==> config.mk <==
export PLATFORM = sky130hd
export DESIGN_NAME = rr_sel_arb2
export DESIGN_NICKNAME = d
export VERILOG_FILES = /design/src/rtl/rr_sel_arb2.sv
export SDC_FILE = /design/constraint.sdc
export NUM_CORES = 1
export LEC_CHECK = 0
export CAP_MARGIN = 0
export CORE_AREA = 3 3 40 42
export DETAILED_ROUTE_END_ITERATION = 10
export DIE_AREA = 0 0 43 45
export PLACE_DENSITY = 0.64
export REMOVE_ABC_BUFFERS = 1
export SLEW_MARGIN = 20
export SYNTH_ARGS = -nofsm -noshare
export SYNTH_HDL_FRONTEND = slang
export SYNTH_SLANG_ARGS = --single-unit
==> constraint.sdc <==
create_clock -name clk -period 1.7 [get_ports clk]
set_input_delay 0.425 -clock clk [delete_from_list [all_inputs] [get_ports clk]]
set_output_delay 0.425 -clock clk [all_outputs]
set_load 0.005 [all_outputs]
==> src/rtl/rr_sel_arb2.sv <==
// Two-requester round-robin arbiter driving the mux2_1 select line.
// Bursts are capped at HOLD_MAX cycles whenever the other side is waiting.
module rr_sel_arb2 #(
    parameter int HOLD_MAX = 4
) (
    input  logic clk,
    input  logic rst_n,
    input  logic req0,
    input  logic req1,
    input  logic last0,
    input  logic last1,
    output logic gnt0,
    output logic gnt1,
    output logic s,
    output logic busy
);

    localparam int CW = $clog2(HOLD_MAX + 1);
    localparam logic [CW-1:0] CMAX = CW'(HOLD_MAX - 1);

    typedef enum logic [1:0] {
        IDLE = 2'd0,
        OWN0 = 2'd1,
        OWN1 = 2'd2
    } state_t;

    state_t        state, state_n;
    logic          prio, prio_n;
    logic          s_q, s_n;
    logic [CW-1:0] cnt, cnt_n;

    logic own_req, own_last, oth_req, at_max, leave;

    always_ff @(posedge clk or negedge rst_n) begin
        if (!rst_n) begin
            state <= IDLE;
            prio  <= 1'b0;
            s_q   <= 1'b0;
            cnt   <= '0;
        end else begin
            state <= state_n;
            prio  <= prio_n;
            s_q   <= s_n;
            cnt   <= cnt_n;
        end
    end

    always_comb begin
        own_req  = 1'b0;
        own_last = 1'b0;
        oth_req  = 1'b0;
        unique case (state)
            OWN0: begin
                own_req  = req0;
                own_last = last0;
                oth_req  = req1;
            end
            OWN1: begin
                own_req  = req1;
                own_last = last1;
                oth_req  = req0;
            end
            default: ;
        endcase
    end

    assign at_max = (cnt == CMAX);
    assign leave  = !own_req || own_last || (at_max && oth_req);

    always_comb begin
        state_n = state;
        prio_n  = prio;
        s_n     = s_q;
        cnt_n   = cnt;
        unique case (state)
            IDLE: begin
                cnt_n = '0;
                if (req0 && (!req1 || !prio)) begin
                    state_n = OWN0;
                    s_n     = 1'b0;
                end else if (req1) begin
                    state_n = OWN1;
                    s_n     = 1'b1;
                end
            end
            OWN0, OWN1: begin
                if (leave) begin
                    // Exit always hands priority to the other source.
                    prio_n = (state == OWN0);
                    cnt_n  = '0;
                    if (oth_req) begin
                        state_n = (state == OWN0) ? OWN1 : OWN0;
                        s_n     = (state == OWN0);
                    end else begin
                        state_n = IDLE;
                    end
                end else begin
                    cnt_n = at_max ? '0 : cnt + 1'b1;
                end
            end
            default: begin
                state_n = IDLE;
                cnt_n   = '0;
            end
        endcase
    end

    assign gnt0 = (state == OWN0);
    assign gnt1 = (state == OWN1);
    assign busy = (state != IDLE);
    assign s    = s_q;

endmodule

==> flow_metrics.env, run 1 <==
export IMPL_status="finished clean"
export IMPL_h_tree_depth=1
export IMPL_ys_seq_area_share_pct=35.3
export IMPL_muxShareOfSynthArea_pct=9.57
export IMPL_fmaxAchievable_mhz=603
export IMPL_power_leakage_nw=0.388
export IMPL_cp_max_fo=6
export IMPL_antenna_cells=0
export IMPL_p_comb_share_pct=70.3
export IMPL_endpoint_kind="output pin"
export IMPL_r2r_cells=6
export IMPL_grt_pass1_wl_mm=1.84
export IMPL_cts_sinks=7
export IMPL_clock_path_buffers=2
export IMPL_numCtsBuffers=3
export IMPL_gr_total_overflow=0
export IMPL_swShare_pct=36.1
export IMPL_r2r_setup_slack_ps=50
export IMPL_avgRoutedWirePerCell_um=13.5
export IMPL_die_x_um=43
export IMPL_pin_count=10
export IMPL_setup_viol=0
export IMPL_synth_top_area_cell="dfrtp_1"
export IMPL_hold_buffers=0
export IMPL_cts_root_buf="clkbuf_4"
export IMPL_synthXorXnorAreaFrac_pct=0
export IMPL_initial_core_util_pct=38.7
export IMPL_rsz0062_at_grt="yes"
export IMPL_synth_top_family_by_area="compound AO/OA/AOI/OAI gates"
export IMPL_ant_nets=0
export IMPL_irDropWorstVdd_uv=940
export IMPL_seqPwrFrac_pct=18.2
export IMPL_synth_area_um2=497
export IMPL_setup_tns_ps=0
export IMPL_fill_cells=121
export IMPL_power_frac_clock_pct=11.5
export IMPL_syn_inst=44
export IMPL_worstPathArrival_ps=1230
export IMPL_required_ps=1270
export IMPL_grt_use_total_pct=13.0
export IMPL_syn2layout_area_growth_pct=62.0
export IMPL_drt_iter0_drc=1
export IMPL_yosys_area_share_simple_pct=18.1
export IMPL_yosys_area_top_type_share_pct=35.3
export IMPL_yosys_warnings=0
export IMPL_critPathKind="reg -> out"
export IMPL_whs_ps=436
export IMPL_ys_seq_elements=7
export IMPL_place_inst=76
export IMPL_coreArea_um2=1280
export IMPL_die_y_um=45
export IMPL_synthAdderAreaFrac_pct=12.6
export IMPL_finalCritPeriodShare_pct=97.5
export IMPL_clk_latency_ps=250
export IMPL_synth_area_top_cells="dfrtp_1 (35%), ha_1 (13%), mux2_1 (4.5%)"
export IMPL_reg2reg_to="state[1]$_DFFE_PN0P_"
export IMPL_worstHoldPathType="in -> async"
export IMPL_synth_compound_area_share_pct=21.4
export IMPL_vias_per_cell=5.01
export IMPL_maxSlewHeadroom_pct=77.6
export IMPL_routed_wl_mm=1.16
export IMPL_worst_pin_slew_ps=334
export IMPL_layout_commonest_cell="buf_4"
export IMPL_vias=431
export IMPL_power_density_nw_per_um2=1700
export IMPL_rows=13
export IMPL_final_cells=86
export IMPL_power_switching_uw=493
export IMPL_ys_flop_type="dfrtp_1"
export IMPL_async_flop_share_pct=100
export IMPL_drc=0
export IMPL_power_internal_uw=872
export IMPL_rr_startpoint="state[1]$_DFFE_PN0P_"
export IMPL_fin_util_pct=62.6
export IMPL_fin_nets=83
export IMPL_finalHoldViolCount=0
export IMPL_fin_skew_ps=0.631
export IMPL_syn_area_per_cell_um2=11.3
export IMPL_numPortBuffers=9
export IMPL_final_cell_mix="buf_4 (12), dfrtp_1 (7), clkdlybuf4s50_1 (4)"
export IMPL_cts_tree="done"
export IMPL_hpwl_um=834
export IMPL_synth_distinct_cells=26
export IMPL_die_area_um2=1940
export IMPL_globalplace_congestion=0.716
export IMPL_crit_start="state[1]$_DFFE_PN0P_"
export IMPL_antenna_found_initial=0
export IMPL_drive_gt1_share_pct=50.7
export IMPL_period_needed_ps=1660
export IMPL_grt_max_degree=9
export IMPL_drv_slew=0
export IMPL_drv_cap=0
export IMPL_firstDrtPassIters=2
export IMPL_synth_edf_count=0
export IMPL_grt_pass1_vias=384
export IMPL_clk_pin_slew_ps=60
export IMPL_cp_start_kind="flip-flop"
[power groups by stage]
stage	clock (mW)	sequential [mW]	combinational, mW
after global placement	0	0.250	0.713
after CTS	0.161	0.247	0.863
after floorplan	0	0.246	0.433
after global routing	0.169	0.255	1.03
after detailed placement	0	0.250	0.715
final	0.157	0.249	0.960
[synth_stat cells (2+ instances only)]
library cell / number
a21oi_1: 2
dfrtp_1: 7
ha_1: 5
inv_1: 4
mux2_1: 2
nor3b_1: 3
o21ai_1: 2
[worst max path at each step]
stage,slack (ps),cells past startpoint,endpoint
final,40,3,gnt1
after floorplan,6,6,state[1]$_DFFE_PN0P_
after detailed placement,-240,5,s$_DFFE_PN0P_
after global placement,-240,5,s$_DFFE_PN0P_
after CTS,20,3,gnt1
after global routing,-20,6,state[1]$_DFFE_PN0P_
[kinds of logic after synthesis]
family / count (synthesis)
and+or+nand+nor: 12
muxes: 4
DFF: 7
buffers and inverters: 4
AOI/OAI and AO/OA: 12
adders and majority gates: 5
[metrics by stage]
step	setup WS, ps	total power, mW	area (um2)
2_1_floorplan	5.82	0.679	497
3_3_place_gp	-236	0.963	666
3_5_place_dp	-239	0.966	666
4_1_cts	22.6	1.27	766
5_1_grt	-16.7	1.45	805
6_report	42.6	1.37	805
[flip-flops by register name, summed over array words and instances, names as in the netlist]
signal,count
cnt,3
state,2
prio,1
s,1
[final cells by class]
class | count | area [um2] | area share, %
Multi-Input combinational cell | 33 | 369 | 45.9
Timing Repair Buffer | 23 | 200 | 24.9
Sequential cell | 7 | 175 | 21.8
Clock buffer | 4 | 26.3 | 3.27
Tap cell | 15 | 18.8 | 2.33
Inverter | 4 | 15.0 | 1.87
[critical path: stages (launching register included)]
cell           delay (ps)
dfrtp_1               400
buf_6                 130
ha_4                  180
dlygate4sd2_1         270
[metal layers]
layer  GRT usage, %  up-vias  part of all wire [%]
met2           20.4        5                    51
met1           17.1      207                    46
li1               -      219                     -
met4           3.61        0                     0
met5              0        -                     0
met3           4.78        0                   3.3
[repair_timing]
| action | in CTS | in global routing |
|---|---|---|
| setup endpoints to repair | 7 | 5 |
| pin swaps | 0 | 5 |
| endpoints found under the hold margin | 0 | 0 |
| setup buffers | 4 | 2 |
| cloned | 0 | 0 |
| gates resized for setup | 14 | 9 |
No activity file was read; power rests on OpenSTA's default activity.
==> run 2, diff against run 1 <==
--- a/config.mk
+++ b/config.mk
@@ -5,11 +5,12 @@
 export SDC_FILE = /design/constraint.sdc
 export NUM_CORES = 1
 export LEC_CHECK = 0
+export ABC_AREA = 1
 export CAP_MARGIN = 0
 export CORE_AREA = 3 3 40 42
 export DETAILED_ROUTE_END_ITERATION = 10
 export DIE_AREA = 0 0 43 45
-export PLACE_DENSITY = 0.64
+export PLACE_DENSITY = 0.6
 export REMOVE_ABC_BUFFERS = 1
 export SLEW_MARGIN = 20
 export SYNTH_ARGS = -nofsm -noshare
==> constraint.sdc (replaced) <==
create_clock -name clk -period 2 [get_ports clk]
set_input_delay 0.5 -clock clk [delete_from_list [all_inputs] [get_ports clk]]
set_output_delay 0.5 -clock clk [all_outputs]
set_load 0.005 [all_outputs]
==> run 2 against run 1 <==
Compared with the run above: final area down 19%; wire length shrank 22%; power decreased by 37%; non-clock buffer count is 13 lower; worst setup slack got worse by 18 ps; critical path depth did not move; highest routed layer unchanged; combinational power is 46% lower; register-to-register slack gained 500 ps; cell count rose by 10%; critical endpoint unchanged; sequential share of layout area up 5.4 points; die area is the same; critical path type unchanged; global-route usage is 2.2 points lower.
==> flow_metrics.env, run 2 <==
export IMPL_numCtsBuffers=3
export IMPL_synth_top_area_cell="dfrtp_1"
export IMPL_vias=440
export IMPL_fin_nets=92
export IMPL_ys_seq_elements=7
export IMPL_swShare_pct=41.1
export IMPL_r2r_cells=9
export IMPL_antenna_cells=0
export IMPL_hold_buffers=0
export IMPL_async_flop_share_pct=100
export IMPL_maxSlewHeadroom_pct=78.5
export IMPL_yosys_area_top_type_share_pct=36.8
export IMPL_rows=13
export IMPL_cts_sinks=7
export IMPL_top_register="cnt"
export IMPL_power_density_nw_per_um2=1330
export IMPL_final_cell_mix="nand2_1 (26), clkdlybuf4s50_1 (8), dfrtp_1 (6)"
export IMPL_firstDrtPassIters=4
export IMPL_clk_pin_slew_ps=60
export IMPL_grt_use_total_pct=10.8
export IMPL_drv_cap=0
export IMPL_synth_area_um2=475
export IMPL_path_delay_family="buffers and inverters"
export IMPL_globalplace_congestion=0.755
export IMPL_status="finished clean"
export IMPL_synth_area_top_cells="dfrtp_1 (37%), nand2_1 (21%), ha_1 (13%)"
export IMPL_cts_tree="done"
export IMPL_initial_core_util_pct=37.0
export IMPL_cp_slowest_cell="clkdlybuf4s50_1"
export IMPL_clk_latency_ps=260
export IMPL_totalPowerFinal_uw=863
export IMPL_cp_depth=3
export IMPL_fmaxAchievable_mhz=506
export IMPL_drv_slew=0
export IMPL_routed_wl_um=913
export IMPL_worstHoldPathType="reg -> reg"
export IMPL_power_switching_uw=355
export IMPL_power_frac_clock_pct=15.1
export IMPL_clock_path_buffers=2
export IMPL_ys_flop_type="dfrtp_1"
export IMPL_synthTopCellsByCount="nand2_1 (26), dfrtp_1 (7), inv_1 (7)"
export IMPL_fin_skew_ps=13.1
export IMPL_layout_commonest_cell="nand2_1"
export IMPL_drive_gt1_share_pct=20.0
export IMPL_gr_total_overflow=0
export IMPL_ant_nets=0
export IMPL_grt_pass1_vias=369
export IMPL_period_needed_ps=1980
export IMPL_setup_tns_ps=0
export IMPL_die_area_um2=1940
export IMPL_ys_seq_area_share_pct=36.8
export IMPL_finalHoldViolCount=0
export IMPL_worst_pin_slew_ps=321
export IMPL_seqPwrFrac_pct=25.0
export IMPL_p_comb_share_pct=59.9
export IMPL_grt_pass1_wl_mm=1.54
export IMPL_finalCritPeriodShare_pct=98.8
export IMPL_endpoint_kind="output pin"
export IMPL_drc=0
export IMPL_slowest_delay_ps=510
export IMPL_fill_cells=134
export IMPL_setup_viol=0
export IMPL_synth_edf_count=0
export IMPL_antenna_found_initial=0
export IMPL_numPortBuffers=9
export IMPL_cts_root_buf="clkbuf_4"
export IMPL_cp_start_kind="flip-flop"
export IMPL_avgRoutedWirePerCell_um=9.61
export IMPL_required_ps=1500
export IMPL_reg_top3="cnt: 3 flops, state: 2 flops"
export IMPL_path_cells="inv_2, ha_2, clkdlybuf4s50_1"
export IMPL_critPathKind="reg -> out"
export IMPL_largest_register_ffs=3
export IMPL_synth_most_common_cell="nand2_1"
export IMPL_syn2layout_area_growth_pct=36.6
export IMPL_power_internal_uw=508
export IMPL_yosys_warnings=0
export IMPL_rsz0062_at_grt="yes"
export IMPL_irDropWorstVdd_uv=799
export IMPL_power_leakage_nw=0.320
export IMPL_die_y_um=45
export IMPL_cp_max_fo=4
export IMPL_grt_max_degree=8
export IMPL_whs_path_depth=1
export IMPL_h_tree_depth=1
export IMPL_die_x_um=43
export IMPL_drt_iter0_drc=10
export IMPL_coreArea_um2=1280
export IMPL_syn_inst=66
export IMPL_synth_distinct_cells=16
export IMPL_vias_per_cell=4.63
export IMPL_worstPathArrival_ps=1480
export IMPL_hpwl_um=754
export IMPL_worst_path_buf_inv=2
export IMPL_pin_count=10
export IMPL_syn_area_per_cell_um2=7.20
run 2: cell count changes after synthesis, moves of 2 or more:
cell,change
nand2_1,+25
nand3_1,+4
inv_1,+3
nand2_2,+3
mux2_1,-2
nor2_1,+2
nor3b_1,-2
run 2: area by class of cell:
cell class	count	area (um2)	share of cell area (%)
flip-flops and latches	7	176	27.2
well taps	15	18.8	2.89
repair buffers	10	100	15.4
inverters	8	30.0	4.62
multi-input cells	51	298	45.9
clock buffers	4	26.3	4.05
run 2: stage by stage:
stage / utilization (%) / cell area, um2 / worst slack [ps] / cells / hold WS, ps
floorplan: - / 475 / 597 / 66 / 204
global placement: 45.5 / 584 / 197 / 90 / 441
detailed placement: 45.5 / 584 / 190 / 90 / 452
CTS: 48.5 / 623 / 2.45 / 95 / 460
global route: 50.5 / 649 / -37.8 / 95 / 465
finish: 50.5 / 649 / 24.9 / 95 / 447
run 2: power by group through the flow:
stage	clock, mW	sequential [mW]	combinational (mW)
after CTS	0.134	0.209	0.484
final	0.130	0.216	0.517
after global placement	0	0.212	0.450
after detailed placement	0	0.213	0.459
after floorplan	0	0.208	0.309
after global routing	0.142	0.220	0.586
run 2: worst paths after layout:
check                      slack, ps                    to            startpoint
setup / recovery                  20                  gnt1  state[0]$_DFFE_PN0P_
min in group asynchronous        500      cnt[2]$_DFF_PN0_                 rst_n
setup reg to reg                 550  state[0]$_DFFE_PN0P_  state[1]$_DFFE_PN0P_
hold reg to reg                  450      cnt[0]$_DFF_PN0_      cnt[0]$_DFF_PN0_
hold / removal                   450      cnt[0]$_DFF_PN0_      cnt[0]$_DFF_PN0_
max in group asynchronous       1220  state[0]$_DFFE_PN0P_                 rst_n
run 2: logic make-up (layout without fill, tap and decap cells):
family | count (synthesis) | in the layout | synth area share, %
AO/OA/AOI/OAI | 4 | 4 | 4.21
adder cells (fa/ha/maj) | 5 | 5 | 13.2
buffers and inverters | 8 | 22 | 6.32
flip-flops | 7 | 7 | 36.8
AND/OR/NAND/NOR | 42 | 42 | 39.5
run 2: timing repair:
item,CTS,global route
endpoints found under the setup margin,2,3
buffers inserted,1,0
resized for setup,2,7
endpoints found under the hold margin,0,0
run 2: metal layers:
| layer | share of wire [%] | routed length (um) | up-vias | global-route usage [%] |
|---|---|---|---|---|
| met5 | 0 | 0 | - | 0 |
| met4 | 0 | 0 | 0 | 1.81 |
| met3 | 5.4 | 49 | 0 | 5.98 |
| met2 | 51 | 470 | 9 | 18.9 |
| met1 | 43 | 392 | 196 | 11.8 |
| li1 | - | - | 235 | - |
==> run 3, diff against run 2 <==
--- a/config.mk
+++ b/config.mk
@@ -7,9 +7,9 @@
 export LEC_CHECK = 0
 export ABC_AREA = 1
 export CAP_MARGIN = 0
-export CORE_AREA = 3 3 40 42
+export CORE_AREA = 2 2 39 41
 export DETAILED_ROUTE_END_ITERATION = 10
-export DIE_AREA = 0 0 43 45
+export DIE_AREA = 0 0 41 43
 export PLACE_DENSITY = 0.6
 export REMOVE_ABC_BUFFERS = 1
 export SLEW_MARGIN = 20
==> run 3 against run 2 <==
Compared with the run above: combinational power up 13%; clock power down 5%; worst setup slack better by 21 ps; fmax up 1.1%; count of clock-buffer cells in the layout unchanged; sequential share of layout area down 1.4 points; flip-flop and latch count unchanged; non-clock buffer count up 3; final area up 4.6%; global-route usage up 2.4 points; critical path type unchanged; critical endpoint is now gnt0; largest cell class unchanged; largest power group unchanged.
==> flow_metrics.env, run 3 (same netlist as run 2, synthesis figures left out) <==
export IMPL_status="finished clean"
export IMPL_drv_slew=0
export IMPL_firstDrtPassIters=4
export IMPL_h_tree_depth=1
export IMPL_rows=14
export IMPL_grt_pass1_wl_mm=1.55
export IMPL_largest_register_ffs=3
export IMPL_cts_sinks=7
export IMPL_vias=437
export IMPL_worstHoldStart="cnt[0]$_DFF_PN0_"
export IMPL_clock_path_buffers=2
export IMPL_worstHoldPathType="reg -> reg"
export IMPL_drc=0
export IMPL_hpwl_um=688
export IMPL_die_x_um=41
export IMPL_period_needed_ps=1950
export IMPL_numPortBuffers=9
export IMPL_finalHoldViolCount=0
export IMPL_irDropWorstVdd_uv=773
export IMPL_drt_iter0_drc=7
export IMPL_final_cell_mix="nand2_1 (26), clkdlybuf4s50_1 (9), dfrtp_1 (7)"
export IMPL_power_leakage_nw=0.328
export IMPL_critPathKind="reg -> out"
export IMPL_required_ps=1500
export IMPL_fin_skew_ps=1.72
export IMPL_hold_buffers=0
export IMPL_rr_startpoint="state[0]$_DFFE_PN0P_"
export IMPL_drive_gt1_share_pct=21.7
export IMPL_setup_viol=0
export IMPL_crit_start="state[0]$_DFFE_PN0P_"
export IMPL_cts_root_buf="clkbuf_4"
export IMPL_vias_per_cell=4.41
export IMPL_routed_wl_um=972
export IMPL_finalCritPeriodShare_pct=97.7
export IMPL_gr_total_overflow=0
export IMPL_fmaxAchievable_mhz=512
export IMPL_syn2layout_area_growth_pct=42.9
export IMPL_path_cells="buf_4, ha_4, clkdlybuf4s50_1"
export IMPL_slowest_delay_ps=500
export IMPL_clk_latency_ps=240
export IMPL_antenna_found_initial=0
export IMPL_rsz0062_at_grt="no"
export IMPL_antenna_cells=0
export IMPL_fin_util_pct=49.1
export IMPL_finish_instance_area_um2=679
export IMPL_grt_use_total_pct=13.2
export IMPL_avgRoutedWirePerCell_um=9.82
export IMPL_coreArea_um2=1380
export IMPL_pin_count=10
export IMPL_ant_nets=0
export IMPL_power_density_nw_per_um2=1350
export IMPL_cp_start_kind="flip-flop"
export IMPL_layout_commonest_cell="nand2_1"
export IMPL_maxSlewHeadroom_pct=77.7
export IMPL_drv_cap=0
export IMPL_cts_tree="done"
export IMPL_worstPathArrival_ps=1450
export IMPL_cp_max_fo=6
export IMPL_reg_top3="cnt: 3 flops, state: 2 flops"
export IMPL_clk_pin_slew_ps=50
export IMPL_die_y_um=43
export IMPL_die_area_um2=1760
export IMPL_grt_pass1_vias=388
export IMPL_initial_core_util_pct=34.4
export IMPL_worst_pin_slew_ps=334
export IMPL_top_register="cnt"
export IMPL_postPlaceCellArea_um2=586
export IMPL_globalplace_congestion=0.763
export IMPL_grt_max_degree=8
export IMPL_cp_slowest_cell="clkdlybuf4s50_1"
export IMPL_fin_nets=95
export IMPL_endpoint_kind="output pin"
export IMPL_numCtsBuffers=3
## run 3: cell types whose count changed in the layout (fill, tap and decap cells not counted), sizes merged
cell	change
buf	+3
clkdlybuf4s50	+1
dlymetal6s2s	-1
## run 3: final timing paths
| path | end | slack, ps | cells after the start |
|---|---|---|---|
| max | gnt0 | 50 | 3 |
| min | cnt[0]$_DFF_PN0_ | 440 | 1 |
| min in group asynchronous | prio$_DFFE_PN0P_ | 520 | 1 |
| max in group asynchronous | s$_DFFE_PN0P_ | 1230 | 1 |
| min reg2reg | cnt[0]$_DFF_PN0_ | 440 | 1 |
| max reg2reg | state[1]$_DFFE_PN0P_ | 560 | 9 |
## run 3: metal layers
layer	up-vias	wire [um]	track usage, %
li1	240	-	-
met1	192	447	17.2
met2	5	479	18.8
met3	0	45	9.42
met4	0	0	0
met5	-	0	0
## run 3: layout make-up
type | count | area [um2]
multi-input cells | 51 | 308
well taps | 16 | 20.0
flip-flops and latches | 7 | 175
repair buffers | 13 | 120
inverters | 8 | 30.0
fillers | 150 | 704
clock buffers | 4 | 26.3
## run 3: repair_timing
action | in CTS | in global routing
setup endpoints to repair | 2 | 3
buffers inserted | 1 | 3
gates resized for setup | 2 | 6
## run 3: worst max-delay path: cells and delay by family (launching register included)
family / cells / cell delay [ps]
fa+ha+maj: 1 / 170
buf+inv: 2 / 650
flops: 1 / 390
## run 3: power by group
| group | switching [mW] | internal (mW) | leakage, nW |
|---|---|---|---|
| logic | 0.297 | 0.287 | 0.220 |
| clock network | 0.0477 | 0.0758 | 0.0150 |
| registers | 0.0282 | 0.182 | 0.0932 |
| total | 0.373 | 0.545 | 0.328 |
## run 3: metrics by stage
stage / power [mW] / hold slack [ps] / setup TNS (ps) / instances / setup slack, ps
finish: 0.917 / 443 / 0 / 99 / 45.4
global placement: 0.662 / 440 / 0 / 91 / 194
detailed placement: 0.670 / 446 / 0 / 91 / 208
floorplan: 0.517 / 204 / 0 / 66 / 597
CTS: 0.821 / 454 / -6.16 / 96 / -6.16
global route: 1.01 / 485 / 0 / 99 / 2.02
